===== src/rtl/seq_divider.sv =====
// Iterative restoring divider: 2W-bit dividend / W-bit divisor, one quotient bit per clock.
// start/busy/done handshake; Q, R and DZ hold until the next operation completes.
module seq_divider #(
    parameter int unsigned W = 4
) (
    input  logic             clk,
    input  logic             rst,
    input  logic             start,
    input  logic [2*W-1:0]   X,
    input  logic [W-1:0]     Y,
    output logic             busy,
    output logic             done,
    output logic [2*W-1:0]   Q,
    output logic [W-1:0]     R,
    output logic             DZ
);

    localparam int unsigned CW = $clog2(2*W + 1);
    localparam logic [CW-1:0] ITERS = CW'(2*W);

    typedef enum logic [1:0] {
        S_IDLE,
        S_RUN,
        S_DONE
    } state_t;

    state_t          r_state;
    logic [2*W-1:0]  r_a;
    logic [W-1:0]    r_p;
    logic [W-1:0]    r_d;
    logic [CW-1:0]   r_cnt;
    logic            r_busy;
    logic            r_done;
    logic [2*W-1:0]  r_q;
    logic [W-1:0]    r_r;
    logic            r_dz;

    logic [W:0]      w_t;
    logic [W:0]      w_diff;
    logic            w_ge;
    logic [W-1:0]    w_p_next;
    logic [2*W-1:0]  w_a_next;
    logic            w_last;

    // The partial remainder stays below the divisor, so T < 2D and the borrow bit
    // of T - D alone decides T >= D; P therefore fits in W bits.
    always_comb begin
        w_t      = {r_p, r_a[2*W-1]};
        w_diff   = w_t - {1'b0, r_d};
        w_ge     = ~w_diff[W];
        w_p_next = w_ge ? w_diff[W-1:0] : w_t[W-1:0];
        w_a_next = {r_a[2*W-2:0], w_ge};
        w_last   = (r_cnt == CW'(1));
    end

    always_ff @(posedge clk or posedge rst) begin
        if (rst) begin
            r_state <= S_IDLE;
            r_a     <= '0;
            r_p     <= '0;
            r_d     <= '0;
            r_cnt   <= '0;
            r_busy  <= 1'b0;
            r_done  <= 1'b0;
            r_q     <= '0;
            r_r     <= '0;
            r_dz    <= 1'b0;
        end else begin
            case (r_state)
                S_IDLE, S_DONE: begin
                    r_done <= 1'b0;
                    r_busy <= 1'b0;
                    r_state <= S_IDLE;
                    if (start) begin
                        r_d <= Y;
                        if (Y == '0) begin
                            r_state <= S_DONE;
                            r_done  <= 1'b1;
                            r_q     <= '1;
                            r_r     <= '0;
                            r_dz    <= 1'b1;
                        end else begin
                            r_state <= S_RUN;
                            r_busy  <= 1'b1;
                            r_a     <= X;
                            r_p     <= '0;
                            r_cnt   <= ITERS;
                        end
                    end
                end
                S_RUN: begin
                    r_a   <= w_a_next;
                    r_p   <= w_p_next;
                    r_cnt <= r_cnt - CW'(1);
                    if (w_last) begin
                        r_state <= S_DONE;
                        r_busy  <= 1'b0;
                        r_done  <= 1'b1;
                        r_q     <= w_a_next;
                        r_r     <= w_p_next;
                        r_dz    <= 1'b0;
                    end
                end
                default: begin
                    r_state <= S_IDLE;
                    r_busy  <= 1'b0;
                    r_done  <= 1'b0;
                end
            endcase
        end
    end

    assign busy = r_busy;
    assign done = r_done;
    assign Q    = r_q;
    assign R    = r_r;
    assign DZ   = r_dz;

endmodule

===== config.mk =====
export PLATFORM = sky130hd
export DESIGN_NAME = seq_divider
export DESIGN_NICKNAME = d
export VERILOG_FILES = /design/src/rtl/seq_divider.sv
export SDC_FILE = /design/constraint.sdc
export NUM_CORES = 1
export LEC_CHECK = 0
export ABC_AREA = 1
export ABC_CLOCK_PERIOD_IN_PS = 4300
export BUFFER_PORTS_ARGS = -buffer_cell sky130_fd_sc_hd__buf_2
export CELL_PAD_IN_SITES_DETAIL_PLACEMENT = 1
export CELL_PAD_IN_SITES_GLOBAL_PLACEMENT = 2
export CORE_ASPECT_RATIO = 1.4
export CORE_MARGIN = 10
export CORE_UTILIZATION = 35
export CTS_CLUSTER_SIZE = 25
export DETAILED_ROUTE_END_ITERATION = 8
export GPL_TIMING_DRIVEN = 0
export PLACE_DENSITY = 0.81
export SETUP_SLACK_MARGIN = 0.02
export SYNTH_ARGS = -nofsm -noshare
export SYNTH_HDL_FRONTEND = slang
export SYNTH_SLANG_ARGS = --single-unit

===== constraint.sdc =====
create_clock -name clk -period 4.3 [get_ports clk]
set_input_delay 0.215 -clock clk [delete_from_list [all_inputs] [get_ports clk]]
set_output_delay 0.215 -clock clk [all_outputs]
set_load 0.01 [all_outputs]

==> results.sh, run 1 <==
export IMPL_status="finished clean"
export IMPL_io_pins=30
export IMPL_worstPathArrival_ns=2.13
export IMPL_yosysWarningCount=0
export IMPL_fillCellCount=630
export IMPL_worst_setup_path_type="reg2reg"
export IMPL_finalPower_uw=1764
export IMPL_slew_headroom_pct=48.16
export IMPL_drt_wl_total_um=4572
export IMPL_synth_area_mm2=0.001793
export IMPL_synthFlopType="dfrtp_1"
export IMPL_critPathMaxFanout=5
export IMPL_place_ws_ns=2.393
export IMPL_dr_total_vias=1522
export IMPL_crit_start="r_a[7]$_DFFE_PP0P_"
export IMPL_layout_drive_gt1_share_pct=20.40
export IMPL_cts_tree="yes"
export IMPL_min_period_ns=1.912
export IMPL_finClkSkew_ns=0.003712
export IMPL_synth_edf_count=0
export IMPL_cts_resized=0
export IMPL_post_drt_wl_per_cell_um=14.56
export IMPL_chipHeight_um=104.7
export IMPL_power_leakage_uw=0.001103
export IMPL_clk_insertion_delay_late_ns=0.28
export IMPL_hpwl_um=3535
export IMPL_syn_nets=235
export IMPL_drv_cap=0
export IMPL_vdd_ir_drop_worst_mv=0.2876
export IMPL_fin_util_pct=42.88
export IMPL_ys_ff_latch=36
export IMPL_cp_start_kind="flop"
export IMPL_fp_dieW_um=80.49
export IMPL_setup_tns_final_ns=0
export IMPL_start_util_pct=36.46
export IMPL_cts_sinks=36
export IMPL_reg2reg_from="r_a[7]$_DFFE_PP0P_"
export IMPL_cts_root_buf="clkbuf_8"
export IMPL_synth_yosys_seq_area_share_pct=50.24
export IMPL_ctsLongestPathBuffers=2
export IMPL_ys_types=28
export IMPL_grt_max_degree=37
export IMPL_viasPerCell=4.847
export IMPL_grt_util_all_layers_pct=11.89
export IMPL_dieArea_mm2=0.008426
export IMPL_finalSetupViolations=0
export IMPL_timing_fmax_mhz=523.1
export IMPL_worstMarginPinSlew_ns=0.7764
export IMPL_setup_ws_ns=2.388
export IMPL_grt_pass1_vias=1678
export IMPL_rsz0062_at_grt="false"
export IMPL_synthArstFlopShare_pct=100.0
export IMPL_clk_pin_slew_ns=0.07
export IMPL_drc_errors=0
export IMPL_core_area_mm2=0.004917
export IMPL_post_cts_setup_buffers=0
export IMPL_antenna_found_initial=0
export IMPL_worstPathRequired_ns=4.52
export IMPL_first_iter_violations=88
export IMPL_portBuffers=29
export IMPL_place_congestion=0.7515
export IMPL_postCtsHoldBufs=0
export IMPL_power_density_mw_per_mm2=836.8
export IMPL_first_pass_iters=3
export IMPL_syn2layout_area_growth_pct=17.59
export IMPL_grt_pass1_wl_um=7941
export IMPL_hold_viol_final=0
export IMPL_row_count=30
export IMPL_synthCells=213
export IMPL_hold_path_class="in2async"
export IMPL_final_antenna_net_count=0
export IMPL_syn_area_per_cell_um2=8.418
export IMPL_h_tree_depth=2
export IMPL_overflow=0
export IMPL_diodes=0
export IMPL_layout_nets=271
export IMPL_slew_viol_final=0
export IMPL_period_share_pct=44.46
export IMPL_cts_buffers=5
export IMPL_crit_path_end_kind="flop"
[worst max-delay path: stages (launching register included)]
cell and delay [ns]:
dfrtp_1 0.35, inv_1 0.06, ha_1 0.23, fa_1 0.41, inv_1 0.09, nand2_1 0.05
nand2_1 0.08, nand3_1 0.07, nand2_1 0.19, nand2_1 0.07, nand2_1 0.09, nand3_1 0.09
nand2_1 0.08
[per-stage QoR]
stage / hold slack [ns] / instances / area [um^2]
after CTS: 0.09853 / 314 / 2108
after floorplan: 0.3360 / 213 / 1793
after detailed placement: 0.4158 / 306 / 2018
after global routing: 0.1296 / 314 / 2108
final: 0.06733 / 314 / 2108
after global placement: 0.4511 / 306 / 2018
[layer usage]
metal  global-route usage (%)  vias up  wire [um]
met2                    20.51       21       2398
li1                         -      756          -
met1                    13.03      737       1954
met3                    2.744        8        117
met4                    5.808        0        102
met5                        0        -          0
[cell families (layout without fill, tap and decap cells)]
group	Yosys count	in the layout	share of synthesized area (%)
xor gates and xnor gates	2	2	0.9771
adders and majority gates	7	7	5.303
DFF	36	36	50.24
buffers and inverters	30	67	7.187
AOI/OAI and AO/OA	38	38	11.65
and+or+nand+nor	100	100	24.63
[Yosys cell counts (2+ instances only)]
| master | n | share of area [%] |
|---|---|---|
| nor2_1 | 11 | 2.3 |
| inv_2 | 4 | 0.84 |
| ha_1 | 6 | 4.2 |
| o21ai_1 | 6 | 1.7 |
| nand3_1 | 24 | 6.7 |
| buf_2 | 3 | 0.84 |
| a21oi_1 | 4 | 1.1 |
| o21ai_0 | 24 | 6.7 |
| clkbuf_1 | 2 | 0.42 |
| inv_1 | 17 | 3.6 |
| nand2_1 | 60 | 13 |
| dfrtp_1 | 36 | 50 |
[final timing paths]
check	depth (start not counted)	end	slack (ns)
max in group asynchronous	2	R[1]$_DFFE_PP0P_	3.74
max	12	R[1]$_DFFE_PP0P_	2.39
max reg2reg	12	R[1]$_DFFE_PP0P_	2.39
min	2	busy$_DFFE_PP0N_	0.07
min in group clk	3	r_d[3]$_DFFE_PP0P_	0.16
min reg2reg	2	DZ$_DFFE_PP0P_	0.47
[area by class of cell]
cell class | count | area (um^2) | share of cell area (%)
Sequential cell | 36 | 900.9 | 42.73
Inverter | 23 | 91.34 | 4.332
Multi-Input combinational cell | 147 | 763.2 | 36.20
Timing Repair Buffer | 29 | 145.1 | 6.884
Buffer | 7 | 37.54 | 1.780
Clock buffer | 8 | 90.09 | 4.273
Tap cell | 64 | 80.08 | 3.798
[power breakdown]
part           switching [uW]  internal, uW
registers                90.9           497
logic                     602           325
clock network             119           131
total                     812           953
[flip-flops by register name, indices dropped and copies added, names as in the netlist]
register	count
R	4
r_cnt	4
busy	1
DZ	1
r_p	4
Q	8
r_state	2
r_a	8
r_d	4
[cell usage in the layout, fill, tap and decap left out]
cell type,n
ha_1,6
inv_1,16
nor3_1,1
nor2_1,11
nand2_1,60
xnor2_1,1
xor2_1,1
nand4_4,1
clkbuf_8,6
clkinv_1,1
fa_1,1
a21oi_1,4
o22ai_1,1
buf_1,1
buf_6,1
clkinv_4,1
clkbuf_1,4
o21ai_2,1
o21ai_0,24
nand2_4,1
a21oi_4,1
nor2_4,1
o21ai_1,6
dfrtp_1,36
nor2_2,1
o211ai_1,1
inv_2,5
buf_2,32
nand3_1,24
(Power assumes the default switching activity.)
==> run 2, diff against run 1 <==
--- a/config.mk
+++ b/config.mk
@@ -6,17 +6,17 @@
 export NUM_CORES = 1
 export LEC_CHECK = 0
 export ABC_AREA = 1
-export ABC_CLOCK_PERIOD_IN_PS = 4300
+export ABC_CLOCK_PERIOD_IN_PS = 1700
 export BUFFER_PORTS_ARGS = -buffer_cell sky130_fd_sc_hd__buf_2
 export CELL_PAD_IN_SITES_DETAIL_PLACEMENT = 1
 export CELL_PAD_IN_SITES_GLOBAL_PLACEMENT = 2
 export CORE_ASPECT_RATIO = 1.4
 export CORE_MARGIN = 10
-export CORE_UTILIZATION = 35
+export CORE_UTILIZATION = 29
 export CTS_CLUSTER_SIZE = 25
 export DETAILED_ROUTE_END_ITERATION = 8
 export GPL_TIMING_DRIVEN = 0
-export PLACE_DENSITY = 0.81
+export PLACE_DENSITY = 0.71
 export SETUP_SLACK_MARGIN = 0.02
 export SYNTH_ARGS = -nofsm -noshare
 export SYNTH_HDL_FRONTEND = slang
==> constraint.sdc (replaced) <==
create_clock -name clk -period 1.7 [get_ports clk]
set_input_delay 0.085 -clock clk [delete_from_list [all_inputs] [get_ports clk]]
set_output_delay 0.085 -clock clk [all_outputs]
set_load 0.01 [all_outputs]
==> run 2 against run 1 <==
Net effect:
- the run now ends with setup timing left
- non-clock buffer count up 11
- count of clock-buffer cells in the layout down 2
- sequential share of layout area down 4.0 points
- core utilization down 3.8 points
- final cell count up 5.4%
- clock power rose to 2.6 times the previous value
- sequential power rose to 2.6 times the previous value
- critical path depth unchanged
- critical path type unchanged
==> results.sh, run 2 (same netlist as run 1, synthesis figures left out) <==
export IMPL_status="complete, but fails checks"
export IMPL_violations="setup timing"
export IMPL_crit_end="R[2]$_DFFE_PP0P_"
export IMPL_final_common_cell="nand2_1"
export IMPL_place_congestion=0.7415
export IMPL_slew_headroom_pct=48.09
export IMPL_holdWs_ns=0.03181
export IMPL_post_drt_wl_per_cell_um=14.59
export IMPL_viasPerCell=4.789
export IMPL_grt_pass1_vias=1646
export IMPL_power_leakage_uw=0.001174
export IMPL_core_area_mm2=0.005946
export IMPL_min_period_ns=1.719
export IMPL_drt_wl_total_um=4829
export IMPL_antenna_found_initial=0
export IMPL_cts_buffers=5
export IMPL_first_iter_violations=41
export IMPL_use_met2_pct=17.57
export IMPL_ctsLongestPathBuffers=2
export IMPL_fp_dieW_um=86.46
export IMPL_diodes=0
export IMPL_io_pins=30
export IMPL_vdd_ir_drop_worst_mv=0.8804
export IMPL_finClkSkew_ns=0.009738
export IMPL_dr_total_vias=1585
export IMPL_crit_path_end_kind="flop"
export IMPL_r2r_slack_ns=-0.02
export IMPL_grt_use_met1_pct=12.78
export IMPL_grt_pass1_wl_um=8397
export IMPL_reg2reg_from="r_a[7]$_DFFE_PP0P_"
export IMPL_overflow=0
export IMPL_timing_fmax_mhz=581.8
export IMPL_cts_sinks=36
export IMPL_placed_cell_area_mm2=0.002026
export IMPL_finish_instance_area_mm2=0.002325
export IMPL_drv_cap=0
export IMPL_clk_insertion_delay_late_ns=0.30
export IMPL_hold_viol_final=0
export IMPL_cts_tree="yes"
export IMPL_grt_util_all_layers_pct=10.77
export IMPL_portBuffers=29
export IMPL_critPathMaxFanout=5
export IMPL_worstMarginPinSlew_ns=0.7775
export IMPL_ff2ff_path_depth=12
export IMPL_hold_depth=3
export IMPL_syn2layout_area_growth_pct=29.66
export IMPL_r2r_end="R[2]$_DFFE_PP0P_"
export IMPL_dieArea_mm2=0.009772
export IMPL_layout_nets=282
export IMPL_rsz0062_at_grt="true"
export IMPL_finalPower_uw=5132
export IMPL_layout_drive_gt1_share_pct=34.48
export IMPL_gr_max_usage_layer="met2"
export IMPL_setup_ws_ns=-0.01872
export IMPL_final_cell_mix="nand2_1, dfrtp_1, buf_2"
export IMPL_cp_start_kind="flop"
export IMPL_crit_start="r_a[7]$_DFFE_PP0P_"
export IMPL_start_util_pct=30.16
export IMPL_grt_max_degree=37
export IMPL_drc_errors=0
export IMPL_hpwl_um=3571
export IMPL_clk_pin_slew_ns=0.08
export IMPL_grt_util_met3_pct=2.656
export IMPL_final_antenna_net_count=0
export IMPL_hold_path_class="in2reg"
export IMPL_period_share_pct=101.1
export IMPL_finalSetupViolations=4
export IMPL_first_pass_iters=4
export IMPL_chipHeight_um=113.0
export IMPL_worstPathRequired_ns=1.94
export IMPL_worst_setup_path_type="reg2reg"
export IMPL_slew_viol_final=0
export IMPL_power_density_mw_per_mm2=2207
export IMPL_row_count=33
export IMPL_h_tree_depth=2
export IMPL_worstPathArrival_ns=1.96
export IMPL_cts_root_buf="clkbuf_8"
run 2: changes by cell type in the layout (fill, tap and decap cells not counted), sizes merged:
cell / delta
clkinv: +2
clkbuf: -2
dlygate4sd3: +1
buf: +10
run 2: layer usage:
layer	vias up	wire length, um
li1	784	-
met1	772	2027
met2	23	2529
met3	6	172
met4	0	100
met5	-	0
run 2: final cells by class:
type,instances,area (um^2)
multi-input cells,147,865.8
plain buffers,7,37.54
fillers,733,3621
flip-flops and latches,36,900.9
clock inverters,2,10.01
clock buffers,6,82.58
inverters,23,93.84
repair buffers,40,246.5
well taps,70,87.58
run 2: where the power goes:
group          switching, uW  total (uW)  internal, uW
sequential               249        1510          1260
clock                    328         651           324
combinational           1780        2970          1200
total                   2350        5130          2780
run 2: timing repair:
| action | 4_1_cts | 5_1_grt |
|---|---|---|
| resized for setup | 20 | 14 |
| pin swaps | 11 | 13 |
| buffers inserted | 4 | 6 |
| hold buffers | 1 | 0 |
| endpoints found under the hold margin | 36 | 0 |
| setup endpoints to repair | 18 | 18 |
run 2: worst min path at each step:
stage / startpoint / end / slack, ns
floorplan: Y[2] / r_d[2]$_DFFE_PP0P_ / 0.21
global route: X[4] / r_a[4]$_DFFE_PP0P_ / 0.05
detailed placement: rst / r_cnt[3]$_DFFE_PP0P_ / 0.28
finish: Y[3] / r_d[3]$_DFFE_PP0P_ / 0.03
CTS: Y[3] / r_d[3]$_DFFE_PP0P_ / 0.03
global placement: Y[2] / r_d[2]$_DFFE_PP0P_ / 0.32
run 2: metrics by stage:
stage / setup slack (ns) / TNS (ns) / instances / util, %
floorplan: 0.05613 / 0 / 213 / -
global route: -0.1218 / -0.8196 / 331 / 39.10
detailed placement: -0.2464 / -2.658 / 312 / 34.07
finish: -0.01872 / -0.04198 / 331 / 39.10
global placement: -0.2275 / -2.315 / 312 / 34.07
CTS: -0.09478 / -0.5715 / 325 / 37.56
run 2: critical path, stage by stage, from the launching register on:
cell	delay [ns]
dfrtp_1	0.37
inv_2	0.06
ha_4	0.16
fa_2	0.36
inv_2	0.08
nand2_2	0.05
nand2_2	0.07
nand3_2	0.08
nand2_4	0.13
nand2_1	0.08
nand2_2	0.08
nand3_2	0.06
nand2_1	0.08
==> run 3, diff against run 2 <==
--- a/config.mk
+++ b/config.mk
@@ -15,7 +15,6 @@
 export CORE_UTILIZATION = 29
 export CTS_CLUSTER_SIZE = 25
 export DETAILED_ROUTE_END_ITERATION = 8
-export GPL_TIMING_DRIVEN = 0
 export PLACE_DENSITY = 0.71
 export SETUP_SLACK_MARGIN = 0.02
 export SYNTH_ARGS = -nofsm -noshare
==> run 3 against run 2 <==
Net effect:
- the flow still finishes with violations (setup timing)
- core utilization decreased by 0.84 points
- critical endpoint is now r_p[0]$_DFFE_PP0P_
- highest routed layer unchanged
- first-iteration DRC count decreased by 4.9%
- global-route usage decreased by 0.46 points
- flip-flop and latch count unchanged
- die area unchanged
- non-clock buffer count decreased by 5
- sequential share of layout area increased by 0.85 points
- worst hold slack improved by 0.0052 ns
==> results.sh, run 3 (same netlist as run 1, synthesis figures left out) <==
export IMPL_core_area_mm2=0.005946
export IMPL_crit_path_end_kind="flop"
export IMPL_reg2reg_from="r_d[0]$_DFFE_PP0P_"
export IMPL_viasPerCell=4.760
export IMPL_multi_input_area_um2=850.8
export IMPL_grt_pass1_wl_um=8059
export IMPL_min_period_ns=1.726
export IMPL_clk_pin_slew_ns=0.07
export IMPL_layout_nets=277
export IMPL_hp_start="Y[3]"
export IMPL_diodes=0
export IMPL_slowest_delay_ns=0.41
export IMPL_worst_setup_path_type="reg2reg"
export IMPL_portBuffers=29
export IMPL_cp_slowest_cell="dfrtp_1"
export IMPL_critPathMaxFanout=4
export IMPL_overflow=0
export IMPL_slew_viol_final=0
export IMPL_setup_ws_ns=-0.02637
export IMPL_antenna_found_initial=0
export IMPL_fin_util_pct=38.26
export IMPL_p_seq_share_pct=30.5
export IMPL_switchingPower_uw=2279
export IMPL_drc_errors=0
export IMPL_switching_share_pct=46.24
export IMPL_fillCellCount=735
export IMPL_io_pins=30
export IMPL_ff2ff_path_depth=10
export IMPL_first_pass_iters=4
export IMPL_cp_start_kind="flop"
export IMPL_hold_viol_final=0
export IMPL_grt_pass1_vias=1685
export IMPL_crit_top_cell="nand2_1"
export IMPL_power_leakage_uw=0.001157
export IMPL_r2r_end="r_p[0]$_DFFE_PP0P_"
export IMPL_timing_fmax_mhz=579.3
export IMPL_hold_depth=3
export IMPL_fp_dieW_um=86.46
export IMPL_worstPathRequired_ns=1.86
export IMPL_row_count=33
export IMPL_slew_headroom_pct=68.05
export IMPL_violations="setup timing"
export IMPL_hold_path_class="in2reg"
export IMPL_dr_total_vias=1547
export IMPL_post_drt_wl_per_cell_um=15.10
export IMPL_crit_chain="ha_4 > fa_2 > inv_2 > nand3_2 > nand3_1 > nand2_2 > nand2_1 > nand2_1 > nand2_1 > o21ai_0"
export IMPL_period_share_pct=101.6
export IMPL_vdd_ir_drop_worst_mv=0.7447
export IMPL_rsz0062_at_grt="true"
export IMPL_finalSetupViolations=6
export IMPL_drt_wl_total_um=4909
export IMPL_drv_cap=0
export IMPL_cell_internal_pwr_uw=2649
export IMPL_hpwl_um=3562
export IMPL_worstMarginPinSlew_ns=0.4792
export IMPL_start_util_pct=30.16
export IMPL_dieArea_mm2=0.009772
export IMPL_grt_max_degree=37
export IMPL_final_common_cell="nand2_1"
export IMPL_cts_sinks=36
export IMPL_final_antenna_net_count=0
export IMPL_power_density_mw_per_mm2=2166
export IMPL_syn2layout_area_growth_pct=26.87
export IMPL_ctsLongestPathBuffers=2
export IMPL_cts_buffers=5
export IMPL_grt_util_all_layers_pct=10.31
export IMPL_holdPathEnd="r_d[3]$_DFFE_PP0P_"
export IMPL_comb_power_share_pct=55.8
export IMPL_r2r_slack_ns=-0.03
export IMPL_clk_insertion_delay_late_ns=0.29
export IMPL_layout_drive_gt1_share_pct=32.55
export IMPL_final_cell_mix="nand2_1, dfrtp_1, buf_2"
export IMPL_place_ws_ns=-0.1183
export IMPL_first_iter_violations=39
export IMPL_cts_root_buf="clkbuf_8"
export IMPL_worstPathArrival_ns=1.88
export IMPL_h_tree_depth=2
export IMPL_chipHeight_um=113.0
export IMPL_pwr_share_clk_pct=13.8
export IMPL_cts_tree="yes"
export IMPL_final_seq_area_um2=900.9
export IMPL_finClkSkew_ns=0.004230
export IMPL_status="complete, but fails checks"
export IMPL_place_congestion=0.7487
==> run 3: cell types whose count changed in the layout (fill, tap and decap cells not counted), moves of 2 or more <==
cell      before  now
buf_6          2    0
inv_1         13   15
buf_4          8   12
inv_2          7    5
clkinv_2       2    0
buf_2         32   29
clkbuf_1       2    0
==> run 3: metal layers <==
layer	GRT usage, %	wire length (um)	up-vias	share of wire (%)
li1	-	-	769	-
met1	11.37	2011	747	41
met2	18.46	2673	23	54
met3	1.651	128	8	2.6
met4	4.875	95	0	1.9
met5	0	0	-	0
==> run 3: through the flow <==
step | std cells | instance area, um^2 | hold slack (ns) | power [uW] | setup TNS, ns
after floorplan | 213 | 1793 | 0.2060 | 3158 | 0
after global placement | 314 | 2056 | 0.2280 | 3918 | -0.6778
after detailed placement | 314 | 2056 | 0.2320 | 3952 | -0.9131
after CTS | 323 | 2182 | 0.03497 | 4699 | 0
after global routing | 325 | 2275 | 0.05734 | 5444 | -1.201
final | 325 | 2275 | 0.03702 | 4927 | -0.1088
==> run 3: worst max path at each step <==
stage	depth (start not counted)	slack, ns	from	end
finish	10	-0.03	r_d[0]$_DFFE_PP0P_	r_p[0]$_DFFE_PP0P_
global route	12	-0.15	r_a[7]$_DFFE_PP0P_	R[1]$_DFFE_PP0P_
CTS	11	0.007	r_a[7]$_DFFE_PP0P_	R[3]$_DFFE_PP0P_
detailed placement	12	-0.12	r_a[7]$_DFFE_PP0P_	R[1]$_DFFE_PP0P_
global placement	12	-0.09	r_a[7]$_DFFE_PP0P_	R[1]$_DFFE_PP0P_
floorplan	11	0.06	r_a[7]$_DFFE_PP0P_	R[3]$_DFFE_PP0P_
==> run 3: final cells by class <==
cell class | count | area share (%)
multi-input cells | 147 | 37.40
well taps | 70 | 3.850
flip-flops and latches | 36 | 39.60
repair buffers | 42 | 10.78
clock buffers | 7 | 4.235
inverters | 23 | 4.125
==> run 3: timing repair <==
item,4_1_cts,5_1_grt
setup endpoints to repair,10,12
setup buffers,1,2
hold endpoints to repair,36,0
resized for setup,5,24
pin swaps,1,13
hold buffers,1,0
==> run 3: critical path, delay by kind of cell, from the launching register on <==
family / cells / cell delay [ns]
simple gates: 6 / 0.47
buf+inv: 1 / 0.08
flops: 1 / 0.41
compound gates: 1 / 0.07
fa+ha+maj: 2 / 0.57
==> run 3: power groups by stage <==
stage / Clock [uW] / Combinational [uW] / Sequential (uW)
after floorplan: 0 / 1630 / 1530
after global placement: 0 / 2410 / 1500
after detailed placement: 0 / 2450 / 1510
after CTS: 695 / 2510 / 1490
after global routing: 725 / 3160 / 1550
final: 678 / 2750 / 1500
